$ cat src/rtl/codec_cfg_seq.sv
// Audio codec register-init sequencer: replays a fixed 11-entry table through an I2C write engine.
// Optional user-write port enabled by defining CODEC_CFG_USER_EN.
module codec_cfg_seq #(
  parameter logic [7:0]  DEV_ADDR       = 8'h34,
  parameter logic [15:0] STARTUP_CYCLES = 16'd50000,
  parameter logic [7:0]  GAP_CYCLES     = 8'd16,
  parameter logic [15:0] TIMEOUT_CYCLES = 16'd4000
) (
  input  logic        clk,
  input  logic        reset,
  input  logic        start,
  input  logic        i2c_idle,
  output logic        wr_i2c,
  output logic [23:0] din,
  output logic        busy,
  output logic        done,
  output logic        err,
  output logic [3:0]  idx
`ifdef CODEC_CFG_USER_EN
  ,
  input  logic        usr_req,
  input  logic [6:0]  usr_addr,
  input  logic [8:0]  usr_data,
  output logic        usr_ack
`endif
);

  typedef enum logic [2:0] {
    S_START, S_ISSUE, S_WAIT_BUSY, S_WAIT_IDLE, S_GAP, S_DONE
  } state_t;

  localparam logic [3:0]  LAST_IDX     = 4'd10;
  localparam logic [15:0] NOFALL_LIMIT = 16'd3;

  state_t      r_state;
  state_t      w_next;
  logic [15:0] r_cnt;
  logic [3:0]  r_idx;
  logic        r_done;
  logic        r_err;
  logic [15:0] w_tbl_word;
  logic [15:0] w_word_lo;
  logic        w_usr_mode;
  logic        w_usr_go;
  logic        w_wr_complete;
  logic        w_timeout;
  logic        w_gap_end;

  // A write completes when the engine returns idle, or if it never left idle after the strobe.
  assign w_wr_complete = ((r_state == S_WAIT_BUSY) && i2c_idle && (r_cnt == NOFALL_LIMIT)) ||
                         ((r_state == S_WAIT_IDLE) && i2c_idle);
  assign w_timeout     = (r_state == S_WAIT_IDLE) && !i2c_idle &&
                         (r_cnt == TIMEOUT_CYCLES - 16'd1);
  assign w_gap_end     = (r_state == S_GAP) && (r_cnt == {8'd0, GAP_CYCLES} - 16'd1);

  always_comb begin
    case (r_idx)
      4'd0:    w_tbl_word = {7'h0F, 9'h000};
      4'd1:    w_tbl_word = {7'h00, 9'h017};
      4'd2:    w_tbl_word = {7'h01, 9'h017};
      4'd3:    w_tbl_word = {7'h02, 9'h079};
      4'd4:    w_tbl_word = {7'h03, 9'h079};
      4'd5:    w_tbl_word = {7'h04, 9'h012};
      4'd6:    w_tbl_word = {7'h05, 9'h000};
      4'd7:    w_tbl_word = {7'h06, 9'h000};
      4'd8:    w_tbl_word = {7'h07, 9'h042};
      4'd9:    w_tbl_word = {7'h08, 9'h000};
      4'd10:   w_tbl_word = {7'h09, 9'h001};
      default: w_tbl_word = 16'h0000;
    endcase
  end

`ifdef CODEC_CFG_USER_EN
  logic        r_usr_mode;
  logic [15:0] r_usr_word;
  logic        r_usr_ack;

  // start wins over a pending user request when both are seen in S_DONE.
  assign w_usr_go   = usr_req && !start;
  assign w_usr_mode = r_usr_mode;
  assign w_word_lo  = r_usr_mode ? r_usr_word : w_tbl_word;
  assign usr_ack    = r_usr_ack;

  always_ff @(posedge clk) begin
    if (reset) begin
      r_usr_mode <= 1'b0;
      r_usr_word <= 16'h0000;
      r_usr_ack  <= 1'b0;
    end else begin
      r_usr_ack <= 1'b0;
      if ((r_state == S_DONE) && w_usr_go) begin
        r_usr_mode <= 1'b1;
        r_usr_word <= {usr_addr, usr_data};
      end
      if (r_usr_mode && w_wr_complete) begin
        r_usr_mode <= 1'b0;
        r_usr_ack  <= 1'b1;
      end
      if (r_usr_mode && w_timeout) begin
        r_usr_mode <= 1'b0;
      end
    end
  end
`else
  assign w_usr_go   = 1'b0;
  assign w_usr_mode = 1'b0;
  assign w_word_lo  = w_tbl_word;
`endif

  // NOTE: sequential state uses non-blocking assignments so every flop samples pre-edge values.
  always_ff @(posedge clk) begin
    if (reset) begin
      r_state <= S_START;
    end else begin
      r_state <= w_next;
    end
  end

  // NOTE: default assignment first, so no path through the case leaves w_next unassigned (no latch).
  always_comb begin
    w_next = r_state;
    case (r_state)
      S_START:     if (r_cnt == STARTUP_CYCLES - 16'd1) w_next = S_ISSUE;
      S_ISSUE:     if (i2c_idle) w_next = S_WAIT_BUSY;
      S_WAIT_BUSY: begin
        if (!i2c_idle)          w_next = S_WAIT_IDLE;
        else if (w_wr_complete) w_next = w_usr_mode ? S_DONE : S_GAP;
      end
      S_WAIT_IDLE: begin
        if (w_wr_complete)  w_next = w_usr_mode ? S_DONE : S_GAP;
        else if (w_timeout) w_next = S_DONE;
      end
      S_GAP:       if (w_gap_end) w_next = (r_idx < LAST_IDX) ? S_ISSUE : S_DONE;
      S_DONE:      if (start || w_usr_go) w_next = S_ISSUE;
      default:     w_next = S_START;
    endcase
  end

  always_comb begin
    wr_i2c = 1'b0;
    din    = 24'h000000;
    busy   = (r_state != S_DONE);
    if (r_state == S_ISSUE) wr_i2c = i2c_idle;
    if ((r_state == S_ISSUE) || (r_state == S_WAIT_BUSY) || (r_state == S_WAIT_IDLE))
      din = {DEV_ADDR, w_word_lo};
  end

  assign done = r_done;
  assign err  = r_err;
  assign idx  = r_idx;

  // One shared counter, cleared on every state change, times each state's dwell.
  always_ff @(posedge clk) begin
    if (reset) begin
      r_cnt  <= 16'd0;
      r_idx  <= 4'd0;
      r_done <= 1'b0;
      r_err  <= 1'b0;
    end else begin
      r_cnt <= (w_next != r_state) ? 16'd0 : r_cnt + 16'd1;
      if (w_gap_end && (r_idx < LAST_IDX)) r_idx <= r_idx + 4'd1;
      if (w_gap_end && (r_idx == LAST_IDX)) r_done <= 1'b1;
      if (w_timeout) begin
        r_err  <= 1'b1;
        r_done <= 1'b1;
      end
      if ((r_state == S_DONE) && start) begin
        r_idx  <= 4'd0;
        r_done <= 1'b0;
        r_err  <= 1'b0;
      end
    end
  end

endmodule

$ cat config.mk
export PLATFORM = sky130hd
export DESIGN_NAME = codec_cfg_seq
export DESIGN_NICKNAME = d
export VERILOG_FILES = /design/src/rtl/codec_cfg_seq.sv
export SDC_FILE = /design/constraint.sdc
export NUM_CORES = 1
export LEC_CHECK = 0
export BUFFER_PORTS_ARGS = -buffer_cell sky130_fd_sc_hd__buf_2
export CAP_MARGIN = 20
export CORE_MARGIN = 4
export CORE_UTILIZATION = 50
export DETAILED_ROUTE_END_ITERATION = 8
export GPL_TIMING_DRIVEN = 0
export PLACE_DENSITY_LB_ADDON = 0.1
export REMOVE_ABC_BUFFERS = 1
export SYNTH_ARGS = -nofsm -noshare
export SYNTH_HDL_FRONTEND = slang
export SYNTH_SLANG_ARGS = --single-unit
$ cat constraint.sdc
create_clock -name clk -period 2.5 [get_ports clk]
set_input_delay 0.125 -clock clk [delete_from_list [all_inputs] [get_ports clk]]
set_output_delay 0.125 -clock clk [all_outputs]
set_load 0.01 [all_outputs]
==> summary.txt <==
nets -> 271
Switching Share -> 0.213
Mapped Cells -> 227
most common cell after layout, fill and taps aside -> nor2_1
Post-Synthesis Cell Area -> 1950 sq um
Psw -> 0.234 mW
Antenna Nets Post-Route -> 0
clock sinks -> 35
non-filler cells in the finished layout -> 307
Syn-to-layout area delta -> 22.4%
CP max stage delay -> 0.37 ns
Buf/Inv on CP -> 0
ant diodes -> 0
status -> completed
CTS root buf -> clkbuf_8
grt met2 use -> 0.252
FF-to-FF path depth -> 8
worst vdd ir -> 0.362 mV
GRT Resource Usage Total -> 0.166
Crit Path Max Fanout -> 5
Static Leak -> 1.00 nW
initial antenna violation count -> 0
die footprint -> 4960 sq um
crit path launch -> r_cnt[5]
cell depth of the worst setup path -> 8
RSZ-0062 raised after global routing -> true
number of global-route vias before repair -> 1491
Post-synth ARST share -> 0
crit path cell chain -> nor3_2, nand4_4, nor3_4, nor2_1, a211o_4, ha_4, and3_4, or3_1
final core occ -> 0.641
I/O Pins -> 36
FP Rows -> 22
fillcell total -> 337
core area -> 3720 sq um
#FFs+latches synth -> 35
Slew headroom -> 0.574
PD cells -> 463 nW/um^2
GRT Max-Usage Layer -> met2
Worst-Margin Slew -> 0.636 ns
Crit Path Class -> flop to flop
Routed WL per cell -> 13.2 um
slowest stage cell, crit path -> dfxtp_1
final WL -> 4.06 mm
CP endpoint -> w_tbl_word[1]
CTS H-tree lvls -> 2
Fmax achieved -> 0.411 GHz
Post-synth EDFFs -> 0
drc violations -> 0
Initial Util -> 0.524
via count -> 1595
most frequent cells in the layout -> nor2_1, dfxtp_1, buf_2
die width -> 70.4 um
Yosys warnings -> 0
Die Y-Extent -> 70.4 um
fin crit share -> 0.974
Seq/Total Area, Yosys -> 0.360
max cap viols -> 0
GPL Wtd Cong -> 0.815
grt met3 use -> 0.0417
vias per cell -> 5.20
final setup fails -> 0
ys flop type -> dfxtp_1
synth unique cells -> 55
syn_area_per_cell -> 8.58 sq um
Clock transition at path regs -> 0.07 ns
data required time of the worst path -> 2.68 ns
Crit path max-delay family -> simple AND/OR/NAND/NOR gates
share of layout cells above drive strength 1 -> 0.309
CP endpoint kind -> flop
worst-skew pair later-pin latency -> 0.29 ns
Hold Violations, Final -> 0
FF-to-FF Start -> r_cnt[5]
CP startpoint kind -> flop
post-DP HPWL -> 2.72 mm
Max Slew Vio Count -> 0
CTS Buffer Depth -> 2
Layout Skew -> 0.00808 ns
combinational fraction of design power -> 0.038
TritonCTS Buffers -> 5
Clock Power Share -> 0.447
Crit Reg-Reg Endpoint -> w_tbl_word[1]
Worst EP arrival -> 2.61 ns
Reg2Reg Setup Slack -> 0.07 ns
min cycle time layout -> 2.43 ns
PortBufs -> 25
initial DRC count -> 75
largest net degree at the start of global routing -> 16
hold crit path type -> input port to flop
first-pass GRT wire length -> 6.68 mm
drt pass-1 iters -> 5
Seq pwr share -> 0.514
Pint -> 0.869 mW
met1 Usage GRT -> 0.222
CTS tree -> yes
placed cell count -> 289
GRT overflow -> 0
[cells by family after synthesis]
logic type,synth area share
DFF,0.360
adders and majority gates,0.0514
AOI/OAI and AO/OA,0.102
buffers and inverters,0.0887
and+or+nand+nor,0.308
other,0.00193
muxes,0.0212
xor gates and xnor gates,0.0675
[power by group through the flow]
stage,combinational (mW),clock [mW],sequential (mW)
detailed placement,0.0347,0,0.579
floorplan,0.0235,0,0.578
CTS,0.0409,0.509,0.568
global route,0.0464,0.534,0.568
global placement,0.0326,0,0.579
finish,0.0421,0.494,0.567
[per-stage QoR]
stage	area (sq um)	setup WS [ns]	setup TNS (ns)	power (mW)	hold WS, ns
6_report	2380	0.0652	0	1.10	0.0593
5_1_grt	2380	-0.0605	-0.0605	1.15	0.0753
4_1_cts	2310	0.000505	0	1.12	0.0553
3_5_place_dp	2030	-0.572	-2.99	0.614	0.364
3_3_place_gp	2020	-0.594	-5.52	0.611	0.366
2_1_floorplan	1840	-0.143	-0.143	0.601	0.194
[what timing repair did]
item / CTS / global route
resized for setup: 20 / 12
setup buffers: 9 / 2
pin swaps: 7 / 5
endpoints found under the setup margin: 9 / 14
hold buffers: 0 / 0
[flip-flops by register name (all words and copies together) (netlist names)]
signal	flops
idx	4
w_tbl_word	10
r_cnt	16
err	1
done	1
r_state	3
[cell usage after synthesis (3+ instances only)]
cell	count	area share
nor2_1	40	0.077
dfxtp_1	35	0.36
buf_4	13	0.050
and2_1	12	0.039
nand3_1	10	0.026
nand2_1	9	0.017
ha_1	8	0.051
inv_1	8	0.015
xor2_1	8	0.036
xnor2_1	7	0.031
clkbuf_1	6	0.012
a21oi_1	5	0.013
nor3_1	5	0.013
nand4_1	4	0.013
mux2i_1	3	0.015
nor2b_1	3	0.0096
o31ai_1	3	0.012
or3_1	3	0.0096
[worst register-to-register path: stages, from the launching register on]
cell and delay [ns]:
dfxtp_1 0.37, nor3_2 0.36, nand4_4 0.20, nor3_4 0.29, nor2_1 0.08, a211o_4 0.33
ha_4 0.20, and3_4 0.15, or3_1 0.35
[area by class of cell]
cell class	count	area, sq um	share of cell area
clock inverters	2	37.5	0.0158
multi-input cells	172	1260	0.527
flip-flops and latches	35	711	0.298
repair buffers	37	219	0.0919
clock buffers	5	68.8	0.0289
inverters	8	30.0	0.0126
well taps	48	60.1	0.0252
[worst min path at each step]
stage	startpoint	endpoint	cells past startpoint	slack [ns]
after CTS	reset	r_state[2]	2	0.06
after floorplan	reset	r_state[0]	1	0.19
after global routing	reset	r_state[2]	2	0.08
after global placement	reset	r_state[2]	2	0.37
after detailed placement	reset	r_state[2]	2	0.36
final	reset	r_state[2]	2	0.06
[layer usage]
layer	wire, um	part of all wire
met5	0	0
met4	77	0.019
met3	195	0.048
met2	1800	0.44
met1	1990	0.49
(Power assumes the default switching activity.)
